==> src/rtl/warp_lsu_pkg.sv <==
// warp_lsu_pkg: shared warp pipeline / LSU types and memory request widths
// Provides warp_state_t, lsu_state_t and the memory request width constants.
// The DATA_WIDTH macro defaults to 16 when the build does not define it.
`ifndef DATA_WIDTH
`define DATA_WIDTH 16
`endif
package warp_lsu_pkg;
    localparam int MEM_ADDR_WIDTH = `DATA_WIDTH;
    localparam int MEM_DATA_WIDTH = `DATA_WIDTH;
    typedef enum logic [2:0] {
        WARP_IDLE, WARP_FETCH, WARP_DECODE, WARP_REQUEST,
        WARP_WAIT, WARP_EXECUTE, WARP_UPDATE, WARP_DONE
    } warp_state_t;
    typedef enum logic [1:0] {IDLE, ISSUE, WAIT, DONE} lsu_state_t;
endpackage

==> src/rtl/warp_lsu_next_thread.sv <==
// lsu_next_thread: lowest-index priority encoder over the pending-thread mask
// Ports: pending (mask in), index (lowest set bit), any (mask non-zero).
module lsu_next_thread #(
    parameter int THREADS = 16,
    parameter int IDX_W = 4
) (
    input  logic [THREADS-1:0] pending,
    output logic [IDX_W-1:0]   index,
    output logic               any
);
    always_comb begin
        index = '0;
        any = |pending;
        for (int i = THREADS - 1; i >= 0; i--)
            if (pending[i]) index = IDX_W'(i);
    end
endmodule

==> src/rtl/warp_lsu.sv <==
// warp_lsu: per-warp load/store unit, one memory request outstanding at a time
// Ports: clk/reset (sync, active high), enable (freeze when low), thread_enable,
// warp_state, decoded load/store/immediate, rs1/rs2 (flat per-thread vectors),
// mem read/write valid-ready channels, lsu_out (flat per-thread), lsu_done.
// Optional macro LSU_COALESCE_EN: one load answers every pending thread with
// the same captured address.
`ifndef DATA_WIDTH
`define DATA_WIDTH 16
`endif
module warp_lsu
    import warp_lsu_pkg::*;
#(
    parameter int THREADS_PER_WARP = 16,
    parameter int DATA_WIDTH = `DATA_WIDTH
) (
    input  logic                                   clk,
    input  logic                                   reset,
    input  logic                                   enable,
    input  logic [THREADS_PER_WARP-1:0]            thread_enable,
    input  warp_state_t                            warp_state,
    input  logic                                   decoded_mem_read_enable,
    input  logic                                   decoded_mem_write_enable,
    input  logic [DATA_WIDTH-1:0]                  decoded_immediate,
    input  logic [THREADS_PER_WARP*DATA_WIDTH-1:0] rs1,
    input  logic [THREADS_PER_WARP*DATA_WIDTH-1:0] rs2,
    output logic                                   mem_read_valid,
    output logic [DATA_WIDTH-1:0]                  mem_read_address,
    input  logic                                   mem_read_ready,
    input  logic [DATA_WIDTH-1:0]                  mem_read_data,
    output logic                                   mem_write_valid,
    output logic [DATA_WIDTH-1:0]                  mem_write_address,
    output logic [DATA_WIDTH-1:0]                  mem_write_data,
    input  logic                                   mem_write_ready,
    output logic [THREADS_PER_WARP*DATA_WIDTH-1:0] lsu_out,
    output logic                                   lsu_done
);
    localparam int T = THREADS_PER_WARP;
    localparam int IW = T > 1 ? $clog2(T) : 1;
    lsu_state_t state, next_state;
    logic [T-1:0] pending, done_mask;
    logic [DATA_WIDTH-1:0] addr_q [T];
    logic [DATA_WIDTH-1:0] data_q [T];
    logic [IW-1:0] cur, sel;
    logic is_read, any, ready, start;
    lsu_next_thread #(.THREADS(T), .IDX_W(IW)) u_next (.pending(pending), .index(sel), .any(any));
    assign start = warp_state == WARP_WAIT && (decoded_mem_read_enable || decoded_mem_write_enable);
    assign ready = is_read ? mem_read_ready : mem_write_ready;
    assign lsu_done = state == DONE;
    // Threads retired by the current response.
    always_comb begin
        done_mask = '0;
        done_mask[cur] = 1'b1;
`ifdef LSU_COALESCE_EN
        for (int j = 0; j < T; j++)
            if (is_read && pending[j] && addr_q[j] == addr_q[cur]) done_mask[j] = 1'b1;
`endif
    end
    always_comb begin
        next_state = state;
        case (state)
            IDLE:  if (start) next_state = |thread_enable ? ISSUE : DONE;
            ISSUE: next_state = any ? WAIT : DONE;
            WAIT:  if (ready) next_state = |(pending & ~done_mask) ? ISSUE : DONE;
            DONE:  if (warp_state == WARP_UPDATE) next_state = IDLE;
            default: next_state = IDLE;
        endcase
    end
    always_ff @(posedge clk) begin
        if (reset) state <= IDLE;
        else if (enable) state <= next_state;
    end
    always_ff @(posedge clk) begin
        if (reset) begin
            pending <= '0;
            is_read <= 1'b0;
            cur <= '0;
            mem_read_valid <= 1'b0;
            mem_write_valid <= 1'b0;
            mem_read_address <= '0;
            mem_write_address <= '0;
            mem_write_data <= '0;
            lsu_out <= '0;
            for (int i = 0; i < T; i++) begin
                addr_q[i] <= '0;
                data_q[i] <= '0;
            end
        end else if (enable) begin
            if (state == IDLE && next_state == ISSUE) begin
                pending <= thread_enable;
                is_read <= decoded_mem_read_enable;
                for (int i = 0; i < T; i++) begin
                    addr_q[i] <= rs1[i*DATA_WIDTH +: DATA_WIDTH] + decoded_immediate;
                    data_q[i] <= rs2[i*DATA_WIDTH +: DATA_WIDTH];
                end
            end
            if (state == ISSUE && any) begin
                cur <= sel;
                mem_read_valid <= is_read;
                mem_write_valid <= !is_read;
                if (is_read) mem_read_address <= addr_q[sel];
                else begin
                    mem_write_address <= addr_q[sel];
                    mem_write_data <= data_q[sel];
                end
            end
            if (state == WAIT && ready) begin
                mem_read_valid <= 1'b0;
                mem_write_valid <= 1'b0;
                pending <= pending & ~done_mask;
                for (int j = 0; j < T; j++)
                    if (is_read && done_mask[j]) lsu_out[j*DATA_WIDTH +: DATA_WIDTH] <= mem_read_data;
            end
        end
    end
endmodule

==> config.mk <==
export PLATFORM = sky130hd
export DESIGN_NAME = warp_lsu
export DESIGN_NICKNAME = d
export VERILOG_FILES = /design/src/rtl/warp_lsu_pkg.sv /design/src/rtl/warp_lsu_next_thread.sv /design/src/rtl/warp_lsu.sv
export SDC_FILE = /design/constraint.sdc
export NUM_CORES = 2
export LEC_CHECK = 0
export ABC_CLOCK_PERIOD_IN_PS = 12310
export CAP_MARGIN = 15
export CORE_AREA = 2 2 338 340
export DETAILED_ROUTE_END_ITERATION = 8
export DIE_AREA = 0 0 340 342
export GPL_ROUTABILITY_DRIVEN = 0
export PLACE_DENSITY = 0.67
export SLEW_MARGIN = 20
export SYNTH_ARGS = -nofsm -noshare
export SYNTH_HDL_FRONTEND = slang
export SYNTH_SLANG_ARGS = --single-unit
export TNS_END_PERCENT = 1
==> constraint.sdc <==
create_clock -name clk -period 12.31 [get_ports clk]
set_input_delay 2.462 -clock clk [delete_from_list [all_inputs] [get_ports clk]]
set_output_delay 2.462 -clock clk [all_outputs]
set_load 0.05 [all_outputs]
# Word level (Yosys, flattened, before mapping)
# Memories as Yosys holds them, arrays and structs flattened. A register that Yosys moved wholly into a read port is not among the register bits.
# Index checks and enable logic that the tools add are counted.
totals:
  latch_bits: 0
  inputBits: 570
  ramBits: 512
  mem_bits_ro: 0
  memories: 2
  register_bits: 313
  word_cells: 206
  out_inout_bits: 307
classes:
  reduce_logical: 51
  shift: 0
  eq_ne: 6
  addsub: 16
  bitwise: 35
  div_mod_pow: 0
  magnitude_cmp: 2
  muxes: 70
  mul: 0
memory_table:
  columns: ["memory", "words", "word_bits", "rd", "rd_clocked_by_memory_dff", "write_ports", "line_no", "rtl"]
  rows:
  - ["addr_q", 16, 16, 1, 0, 16, "warp_lsu.sv:41", "logic [DATA_WIDTH-1:0] addr_q [T];"]
  - ["data_q", 16, 16, 1, 1, 16, "warp_lsu.sv:42", "logic [DATA_WIDTH-1:0] data_q [T];"]
op_table:
  columns: ["op", "count"]
  rows:
  - ["$mux 16", 34]
  - ["$add 16x16->16", 16]
  - ["$mux 4", 16]
  - ["$reduce_and 3->1", 18]
  - ["$reduce_or 16->1", 3]
  - ["$or 1x1->1", 32]
  - ["$logic_and 1x1->1", 21]
  - ["$and 16x16->16", 1]
  - ["$not 16->16", 1]
  - ["$mux 1", 13]
  - ["$mux 2", 5]
  - ["$pmux 2 s4", 1]
  - ["$reduce_and 2->1", 4]
  - ["$eq 3x3->1 const B", 2]
  - ["$lt 4x5->1 const B", 1]
  - ["$demux 1 s4", 1]
  - ["$eq 2x1->1 const B", 2]
  - ["$eq 2x2->1 const B", 2]
  - ["$ge 4x1->1 const B", 1]
  - ["$reduce_bool 2->1", 2]
  - ["$logic_not 2->1", 1]
  - ["$logic_not 1->1", 1]
  - ["$logic_or 1x1->1", 1]
  - ["$not 1->1", 1]

# Logic depth before layout (Yosys ltp)
depth:
  word_depth: 17
  mapped_depth: 14
  ltp_nobuf: 12

# Modules after synthesis
# From an unflattened synthesis, not the netlist that was laid out.
hier_totals:
  cells_unflattened: 4373
  hier_area_um2: 45688.8
by_module_without_submodules:
  columns: ["mod", "area_per_inst_um2", "instances", "cells_per_inst", "seq_area_each_um2"]
  rows:
  - ["warp_lsu", 45512.4, 1, 4339, 21961.1]
  - ["lsu_next_thread", 176.4, 1, 34, 0.0]

# Worst setup path after synthesis
# No wires, ideal clock.
synth_timing:
  path_type: "input to register"
  from: "in warp_state[2]"
  to: "mem addr_q[0][0] (netlist name) (enable)"
  required_time_ns: 11.643
  setup_time_ns: 0.667
  setup_slack_ns: 2.082
  n_path_buf: 0
  stages: 5
  arrival_ns: 9.561
  cell_sequence: "nor2b_1 -> o211ai_1 -> o211ai_1 -> nor2_1 -> or2_2"
synth_rtl:
  columns: ["item", "line_no", "rtl"]
  rows:
  - ["from (decl)", "warp_lsu.sv:20", "input warp_state_t warp_state,"]
  - ["to (decl)", "warp_lsu.sv:41", null]

==> results.toml <==
[run_status]
status = "finished, final reports clean"

[cells_and_area]
nets = 6033
layout-drive-gt1-share_pct = 6.09
layout_common_cells = "sky130_fd_sc_hd__clkdlybuf4s50_1 (875), sky130_fd_sc_hd__nand2_1 (817), sky130_fd_sc_hd__edfxtp_1 (512)"
final_cell_area_sq_mm = 0.0577
n_fill_cell = 10100
area_overhead_of_the_layout_relative_to_synthesis_pct = 30.5
most_common_cell_after_layout_fill_and_taps_aside = "sky130_fd_sc_hd__clkdlybuf4s50_1"

[logic_synthesis]
post_synth_instance_area_sq_mm = 0.0442
dominantRegCellSynth = "sky130_fd_sc_hd__edfxtp_1"
synth.yosys.seq_area_share_pct = 49.6
postSynthCellCount = 4410
syn_nets = 5236
syn_area_per_cell_sq_um = 10.0
ff_latch_count_synth = 841
synth_cell_type_count = 71
synth-edff-count = 512
synth-warning-count = 0
async_flop_share_pct = 0

[sta]
rsz0062_at_grt = "no"
max_slew.worst_pin.slew_ps = 1190
final_max_slew_viol_count = 0
fin_setup_tns_ps = 0
setup_viol_count_final = 0
slew_headroom_pct = 20.3
post-route-worst-setup-slack_ps = 6140
hold_slack_ps = 450
final_hold_viol_count = 0
layout_worst_path_cycle_share_pct = 50.2
fmax_ghz = 0.162
period_minus_slack_ps = 6170
final.setup_skew_ps = 23.9

[clocking]
cts_root_buffer = "sky130_fd_sc_hd__clkbuf_16"
cts_sinks = 841
cts-resized-gates = 0
cts_made_buffers = 93
clk_transition_reported_paths_ps = 60
cts_buffer_depth = 3
tritoncts = "done"
postCtsSetupRepairBufs = 0
worst_skew_pair.late_latency_ps = 690
count_of_h_tree_levels_built_during_cts = 3
ctsHoldBuffers = 0

[critical_path]
worstSetupEndpointType = "flop"
timing.critical_path.slowest_cell_delay_ps = 850
cp_common_cell = "sky130_fd_sc_hd__buf_4"
crit_arrival_ps = 6580
crit_fanout = 17
cp.required_ps = 12710
timing_worst_setup_path_type = "in -> reg"
worstPathCellList = "clkdlybuf4s50_1 > buf_4 > inv_1 > buf_4 > fa_1 > nor2b_1 > o21ai_0 > nand2b_1 > nand2_1 > a2111oi_0 > nor3_1 > o41ai_1 > xnor2_1 > nor2_1"
cp_slowest_cell = "sky130_fd_sc_hd__a2111oi_0"
critical_path.startpoint_type = "primary input"

[place]
postPlaceCellArea_sq_mm = 0.0545
post-place-ws_ps = 5500
io_buffers = 876
dpl.hpwl_mm = 124

[die]
die_width_um = 340
pin_count = 877
design.die.area_sq_mm = 0.116
coreArea_sq_mm = 0.113
rows = 124
start_util_pct = 39.1
dieHeight_um = 342

[flow_run]
max_cap_violations = 0

[grt]
grtUsageMet1_pct = 34.4
grt_first_pass_wirelength_mm = 235
via_count_of_the_first_global_routing_pass = 35000
met3_track_utilization_from_global_routing_pct = 6.52
antenna_found_initial = 20
grt_use_total_pct = 27.4
grtUsageMet2_pct = 44.9
gr-max-usage-layer = "met2"
globalRoute.totalOverflow = 0
grt_start_max_net_pins = 152

[routing]
detailroute.via_count = 37100
drtAntennaViolNets = 0
drc = 0
drtPass1Iterations = 6
detail_route.iter0.violations = 3678
drt-wirelength-per-cell_um = 24.3
routed_via_density = 5.44
wirelength_routed_mm = 166

[power_and_ir_drop]
power_leakage_nw = 21.4
peakVddDrop_v = 0.000111
report.power.total_mw = 7.42
powerDensity_mw_per_mm2 = 128

[hold_path]
hold_path.class = "reg -> reg"
==> routing by layer <==
layer / vias to the layer above / routed length (um)
met5: - / 128
met4: 18 / 7550
met3: 300 / 15000
met2: 1581 / 77400
met1: 17800 / 65500
li1: 17300 / -
==> worst max-delay path, delay by kind of cell <==
kind	cells	cell delay, ps
AO/OA/AOI/OAI	3	1400
XOR/XNOR	1	160
adder cells (fa/ha/maj)	1	460
AND/OR/NAND/NOR	5	610
buffers and inverters	4	1450
==> final timing paths <==
check	from	endpoint	slack (ps)	depth (start not counted)
worst min register to register	mem_read_address[3]	mem_read_address[3]	450	2
worst max register to register	pending[14]	mem_write_address[4]	7680	11
worst max-delay path	decoded_immediate[1]	addr_q[9][14]	6140	14
worst min-delay path	mem_read_address[3]	mem_read_address[3]	450	2
==> cells in the mapped netlist, drive strengths merged (11+ instances only) <==
master / count / area share (%)
nand2: 817 / 6.9
edfxtp: 512 / 35
a21oi: 414 / 4.7
nor2: 347 / 2.9
dfxtp: 329 / 15
ha: 240 / 6.8
clkbuf: 202 / 1.7
and2: 185 / 2.6
nor2b: 149 / 2.1
o21ai: 128 / 1.4
nor3: 108 / 1.2
xor2: 105 / 2.1
mux4: 85 / 4.4
xnor2: 84 / 1.7
nand3: 77 / 0.87
inv: 66 / 0.56
a21o: 61 / 1.0
a31oi: 42 / 0.59
mux2i: 37 / 0.84
nand2b: 37 / 0.52
and3: 32 / 0.45
buf: 29 / 0.50
o21a: 29 / 0.49
a211oi: 19 / 0.32
or2: 18 / 0.25
or4: 17 / 0.31
a2111oi: 16 / 0.32
a2bb2oi: 16 / 0.32
a311oi: 16 / 0.32
fa: 16 / 0.72
o41ai: 15 / 0.30
a32o: 14 / 0.32
or3: 14 / 0.20
nor4: 12 / 0.17
o211ai: 11 / 0.19
o31ai: 11 / 0.19
==> power breakdown <==
part	internal [mW]	switching [mW]	leakage [nW]	total, mW
Clock	1.72	1.24	1.57	2.96
Sequential	3.12	0.0399	7.84	3.16
Combinational	0.571	0.730	11.9	1.30
==> cell type report <==
class / count / area (sq um) / share of cell area, %
flip-flops and latches: 841 / 22000 / 38.0
inverters: 66 / 248 / 0.429
repair buffers: 933 / 9220 / 16.0
diodes: 8 / 20.0 / 0.0347
clock buffers: 124 / 2570 / 4.45
well taps: 1512 / 1890 / 3.28
clock inverters: 52 / 662 / 1.15
multi-input cells: 3272 / 21200 / 36.7
==> state kept, by name, summed over array words and instances (netlist names), 2 cells and up <==
register and count:
mem_read_address 16, cur 4, addr_q 256, data_q 256
mem_write_address 16, lsu_out 256, mem_write_data 16, state 2
pending 16
==> cell families (layout without fill, tap and decap cells) <==
logic type	Yosys count	after routing	synth area share [%]
simple gates	1832	1832	18.9
fa+ha+maj	256	256	7.51
mux	124	124	5.32
xor+xnor	189	189	3.74
compound gates	871	871	12.1
flops	841	841	49.6
other cells	0	8	0
buf+inv	297	1175	2.78
==> stage by stage <==
step | cells | util (%)
after floorplan | 4410 | -
after global placement | 6624 | 48.2
after detailed placement | 6624 | 48.2
after CTS | 6800 | 51.0
after global routing | 6803 | 51.0
final | 6808 | 51.1
Note: power is estimated with default switching activity, not from simulation.
